File: config.mk
export PLATFORM = sky130hd
export DESIGN_NAME = instr_fetch
export DESIGN_NICKNAME = d
export VERILOG_FILES = /design/src/rtl/cpu_pkg.sv /design/src/rtl/fetch_skid_buf.sv /design/src/rtl/instr_fetch.sv
export SDC_FILE = /design/constraint.sdc
export NUM_CORES = 1
export LEC_CHECK = 0
export ABC_AREA = 1
export CAP_MARGIN = 40
export CELL_PAD_IN_SITES_DETAIL_PLACEMENT = 1
export CELL_PAD_IN_SITES_GLOBAL_PLACEMENT = 1
export CORE_ASPECT_RATIO = 1.25
export CORE_MARGIN = 3
export CORE_UTILIZATION = 33
export DETAILED_ROUTE_END_ITERATION = 6
export PLACE_DENSITY_LB_ADDON = 0.1
export SYNTH_ARGS = -nofsm -noshare
export SYNTH_HDL_FRONTEND = slang
export SYNTH_SLANG_ARGS = --single-unit
File: constraint.sdc
create_clock -name clk -period 3.8 [get_ports clk]
set_input_delay 1.14 -clock clk [delete_from_list [all_inputs] [get_ports clk]]
set_output_delay 1.14 -clock clk [all_outputs]
set_load 0.03 [all_outputs]
File: src/rtl/cpu_pkg.sv
// Shared CPU constants: address/instruction widths, reset vector and the
// bubble instruction used by the front end.
package cpu_pkg;

   localparam int ADDR_W  = 14;
   localparam int INSTR_W = 32;

   localparam logic [ADDR_W-1:0]  RESET_PC  = 14'h0000;
   localparam logic [INSTR_W-1:0] NOP_INSTR = 32'h0000_0000;

   localparam logic [ADDR_W-1:0]  PC_STEP   = 14'd4;

   // Word-align a byte address by clearing the two low bits.
   function automatic logic [ADDR_W-1:0] word_align(input logic [ADDR_W-1:0] a);
      return {a[ADDR_W-1:2], 2'b00};
   endfunction

endpackage

File: src/rtl/fetch_skid_buf.sv
// One-entry {instr, pc} holding register that catches an imem response
// arriving while the decode stage is stalled.
module fetch_skid_buf
   import cpu_pkg::*;
(
   input  logic               clk,
   input  logic               rst_n,
   input  logic               i_load,
   input  logic               i_drain,
   input  logic               i_clear,
   input  logic [INSTR_W-1:0] i_instr,
   input  logic [ADDR_W-1:0]  i_pc,
   output logic               o_vld,
   output logic [INSTR_W-1:0] o_instr,
   output logic [ADDR_W-1:0]  o_pc
);

   logic               r_vld;
   logic [INSTR_W-1:0] r_instr;
   logic [ADDR_W-1:0]  r_pc;

   // Clear (reset or redirect) dominates so a flushed response never drains.
   always_ff @(posedge clk) begin
      if (!rst_n || i_clear) begin
         r_vld <= 1'b0;
      end else if (i_load) begin
         r_vld <= 1'b1;
      end else if (i_drain) begin
         r_vld <= 1'b0;
      end
   end

   always_ff @(posedge clk) begin
      if (i_load) begin
         r_instr <= i_instr;
         r_pc    <= i_pc;
      end
   end

   assign o_vld   = r_vld;
   assign o_instr = r_instr;
   assign o_pc    = r_pc;

endmodule

File: src/rtl/instr_fetch.sv
// Instruction-fetch stage: owns the PC, issues word fetches to a 1-cycle
// synchronous imem and registers {instr, pc, valid} toward IF/ID.
module instr_fetch
   import cpu_pkg::*;
(
   input  logic               clk,
   input  logic               rst_n,
   input  logic               stall_i,
   input  logic               redirect_i,
   input  logic [ADDR_W-1:0]  redirect_pc_i,
   output logic               flush_o,
   output logic               imem_en_o,
   output logic [ADDR_W-1:0]  imem_addr_o,
   input  logic [INSTR_W-1:0] imem_rdata_i,
   output logic [INSTR_W-1:0] instr_o,
   output logic [ADDR_W-1:0]  pc_o,
   output logic               valid_o
);

   logic [ADDR_W-1:0]  r_fetch_pc;
   logic [ADDR_W-1:0]  r_req_pc;
   logic               r_req_vld;
   logic [INSTR_W-1:0] r_instr;
   logic [ADDR_W-1:0]  r_pc;
   logic               r_valid;

   logic               w_issue;
   logic               w_skid_load;
   logic               w_skid_drain;
   logic               w_skid_vld;
   logic [INSTR_W-1:0] w_skid_instr;
   logic [ADDR_W-1:0]  w_skid_pc;

   assign w_issue      = rst_n & ~redirect_i & ~stall_i;
   assign w_skid_load  = rst_n & ~redirect_i & stall_i & r_req_vld;
   assign w_skid_drain = ~stall_i;

   assign flush_o     = redirect_i & rst_n;
   assign imem_en_o   = w_issue;
   assign imem_addr_o = r_fetch_pc;

   fetch_skid_buf u_skid (
      .clk     (clk),
      .rst_n   (rst_n),
      .i_load  (w_skid_load),
      .i_drain (w_skid_drain),
      .i_clear (redirect_i),
      .i_instr (imem_rdata_i),
      .i_pc    (r_req_pc),
      .o_vld   (w_skid_vld),
      .o_instr (w_skid_instr),
      .o_pc    (w_skid_pc)
   );

   always_ff @(posedge clk) begin
      if (!rst_n) begin
         r_fetch_pc <= RESET_PC;
         r_req_vld  <= 1'b0;
         r_valid    <= 1'b0;
         r_instr    <= NOP_INSTR;
         r_pc       <= '0;
      end else if (redirect_i) begin
         // In-flight response is dropped; pc_o keeps its last value.
         r_fetch_pc <= word_align(redirect_pc_i);
         r_req_vld  <= 1'b0;
         r_valid    <= 1'b0;
         r_instr    <= NOP_INSTR;
      end else begin
         r_req_vld <= w_issue;
         if (w_issue) begin
            r_req_pc   <= r_fetch_pc;
            r_fetch_pc <= r_fetch_pc + PC_STEP;
         end
         if (!stall_i) begin
            if (w_skid_vld) begin
               r_valid <= 1'b1;
               r_instr <= w_skid_instr;
               r_pc    <= w_skid_pc;
            end else if (r_req_vld) begin
               r_valid <= 1'b1;
               r_instr <= imem_rdata_i;
               r_pc    <= r_req_pc;
            end else begin
               r_valid <= 1'b0;
            end
         end
      end
   end

   assign instr_o = r_instr;
   assign pc_o    = r_pc;
   assign valid_o = r_valid;

endmodule
==> summary.md <==
The flow ran to the end, and the final reports show no timing, DRC or antenna violations. The die footprint came out at 0.01492 sq mm. The via count of the first global-routing pass came out at 3690. In the final timing run, aggregate negative setup slack is 0 ns. The tools report the starting density of the core as 34.35%. Max-cap violations in this run came to 0. The initial antenna violation count is 1. The worst path needs 3.482 ns of the cycle, external delays included. Leaving out fill and tap cells, the most frequent cells in the layout are nand2_1 (126), clkdlybuf4s50_1 (104), dfxtp_1 (58), edfxtp_1 (56), o21ai_0 (47). For this run, the number of Yosys warnings is 0. The fmax came out at 287.2 MHz.

The cell count after synthesis came out at 443. In this run the remaining antenna-violating nets after routing total 0. The library cell used most frequently in the layout, excluding fill and tap cells, is nand2_1. The tools report the half-perimeter wire length after placement as 7781 microns. The routed design has 11590 microns of wire. The maximum clock path buffer count is 2, and the combined global-route utilization of all metal layers is 16.10%. Walking the worst path, the cells encountered are clkdlybuf4s50_1 > nor2_4 > nand2_4 > inv_1 > buf_4.

The synthesized area per cell works out to 10.04 sq um. Entering global routing, the biggest net connects 65 pins. The count of unresolved DRC violations after routing is 0, and the maximum resistive drop on vdd is 0.2181 mV. The run gives 678.1 uW as the switching component of the power. The endpoint type of the worst setup path is a primary output. Buffers inserted to repair hold after CTS numbered 0. Of the total power, the share spent switching nets is 22.50%. The max-slew violation count is 0. STA classifies the critical path startpoint as an input port.

In this run the clock root is driven by a clkbuf_16. The height of the chip is 135.8 microns, and the count of cell types in the netlist is 33. First-pass iteration count of the detailed router: 4.

The count of endpoints failing hold in the final timing report was 0. The cell area reported after detailed placement came out at 0.005695 sq mm. The floorplan has 46 rows. The share of total power dissipated in the clock network is 47.4%. Per report_power, the combinational group accounts for 7.8% of the total. The clock tree skew after final layout was 0.01020 ns; the number of sinks handled by clock tree synthesis was 115. The logs give 3596 for the count of vias placed by the detailed router and 4 for the deepest level of the CTS H-tree. The finished cells cover 0.006235 sq mm. The internal power of the cells totals 2.336 mW.

Setup repair after global routing left no endpoint under its margin. During I/O placement, the number of pins put on the boundary was 113. The number of I/O port buffers was 106; the part of the power in registers was 44.8%. In this run the power density over the cells is 483.4 mW/mm^2. The clock slew seen by the registers of the worst setup and hold paths was 0.05 ns. The per-cell via count in the routed design was 4.906. The tools report the standby leakage power as 2.273 nW.

Once the clock tree was built, the resizer swapped 0 gates to a different size. The cell with the largest stage delay on the worst path is clkdlybuf4s50_1. The run gives 64.36% as the sequential-to-total area share from yosys stat. The critical path is of the in2out type.

From synthesis to final layout, the design area changed by 40.17%. STA puts the critical path data required time at 2.66 ns. At the worst endpoint, the arrival time is 2.34 ns. The flop and latch count out of synthesis was 115; the fraction of the cycle the final worst path needs was 91.64%. Share of cells above drive strength 1: 9.558%. The total area inside the core boundary comes to 0.01295 sq mm. The congestion estimate from routability-driven global placement came to 0.7801. In this run, the number of DRC markers left after iteration 0 of detailed routing was 190.

Of all nets on the critical path, the largest fanout is 8. The first global-routing pass estimated 18550 microns of wire. After detailed routing, the average wire length per cell comes to 15.81 microns. Width of the die: 109.8 microns.

The final global-route overflow total is 0. The tightest min-delay check is of the reg2reg type. For this run, the post-layout net count is 603. The worst-margin pin slew was 0.5743 ns; the clock network latency to the later pin of the worst-skew pair was 0.41 ns. The logs give 0 for the antenna diode instance count and 0.004448 sq mm for the netlist area before placement. TritonCTS built the clock tree. Maximum single-stage delay on the critical path: 0.59 ns. In this run the post-CTS setup repair buffer count came out at 0. Clock tree synthesis inserted a total of 17 buffers. Setup violations remaining at the end of the flow were counted as 0. Headroom to the max-slew limit came out at 61.71%.
[area by class of cell]
cell class | instances | area, sq um
multi-input cells | 282 | 1390
repair buffers | 116 | 1156
clock buffers | 21 | 450.4
well taps | 168 | 210.2
clock inverters | 11 | 88.84
fillers | 1471 | 6715
inverters | 20 | 75.07
flip-flops and latches | 115 | 2864
[routing by layer]
layer / part of all wire [%] / track usage [%] / routed length (microns)
met5: 0.11 / 0 / 13
met2: 50 / 26.05 / 5741
met1: 44 / 20.37 / 5109
met3: 5.0 / 4.578 / 580
met4: 1.3 / 5.821 / 145
[per-stage QoR]
stage,worst slack (ns),total power [mW],utilization [%],std cells,hold slack [ns]
3_3_place_gp,0.3535,1.608,43.83,700,0.4331
5_1_grt,0.2496,3.133,48.14,733,0.4634
2_1_floorplan,0.5276,1.489,-,446,0.4268
4_1_cts,0.3159,3.056,48.14,733,0.4420
6_report,0.3177,3.014,48.14,733,0.4454
3_5_place_dp,0.3178,1.613,43.98,701,0.4355
[path summary, 6_finish.rpt]
kind | from | endpoint | slack, ns | depth (start not counted)
max | redirect_i | imem_en_o | 0.32 | 5
min | r_req_pc[2] | u_skid.o_pc[2] | 0.45 | 0
max reg2reg | imem_addr_o[3] | imem_addr_o[10] | 2.17 | 7
min reg2reg | r_req_pc[2] | u_skid.o_pc[2] | 0.45 | 0
[kinds of logic after synthesis]
group	Yosys count	share of synthesized area, %
adder cells (fa/ha/maj)	1	0.2812
other	1	0.08431
XOR/XNOR	1	0.1969
flip-flops	115	64.36
AO/OA/AOI/OAI	115	15.25
AND/OR/NAND/NOR	161	14.77
buffers and inverters	49	5.063
[flip-flops by register name, indices dropped and copies added (netlist names)]
register and flops:
r_req_vld 1, r_req_pc 12, u_skid.o_pc 12, imem_addr_o 12, u_skid.o_vld 1, u_skid.o_instr 32
valid_o 1, instr_o 32, pc_o 12
[worst max-delay path, delay by kind of cell]
kind	cells	cell delay, ns
buffers and inverters	3	0.93
and+or+nand+nor	2	0.26
[power groups by stage]
stage / combinational, mW / clock [mW] / sequential (mW)
finish: 0.236 / 1.43 / 1.35
global placement: 0.233 / 0 / 1.37
detailed placement: 0.237 / 0 / 1.38
CTS: 0.239 / 1.47 / 1.35
global route: 0.257 / 1.52 / 1.35
floorplan: 0.0861 / 0 / 1.40
[cell usage after synthesis]
library cell / number / area share [%]
nor3_2: 1 / 0.23
o31ai_4: 1 / 0.48
clkbuf_1: 13 / 1.1
a22oi_1: 1 / 0.17
buf_2: 7 / 0.79
clkbuf_2: 2 / 0.23
o21ai_1: 1 / 0.11
nand4_1: 2 / 0.28
nor2_1: 17 / 1.4
nand3b_1: 1 / 0.17
inv_1: 17 / 1.4
a221oi_1: 1 / 0.20
a31oi_1: 44 / 6.2
nand2_1: 126 / 11
nand3_1: 10 / 1.1
nand2_2: 1 / 0.14
inv_2: 3 / 0.25
a21oi_1: 14 / 1.6
nor2_4: 2 / 0.51
nand2_4: 1 / 0.25
ha_1: 1 / 0.28
a211oi_1: 1 / 0.17
xnor2_1: 1 / 0.20
dfxtp_1: 59 / 27
o21ai_0: 47 / 5.3
a21oi_2: 1 / 0.20
o32ai_1: 2 / 0.39
o211ai_2: 1 / 0.28
buf_6: 1 / 0.25
conb_1: 1 / 0.084
buf_4: 6 / 1.0
o221ai_1: 1 / 0.20
edfxtp_1: 56 / 38
(Power assumes the default switching activity.)
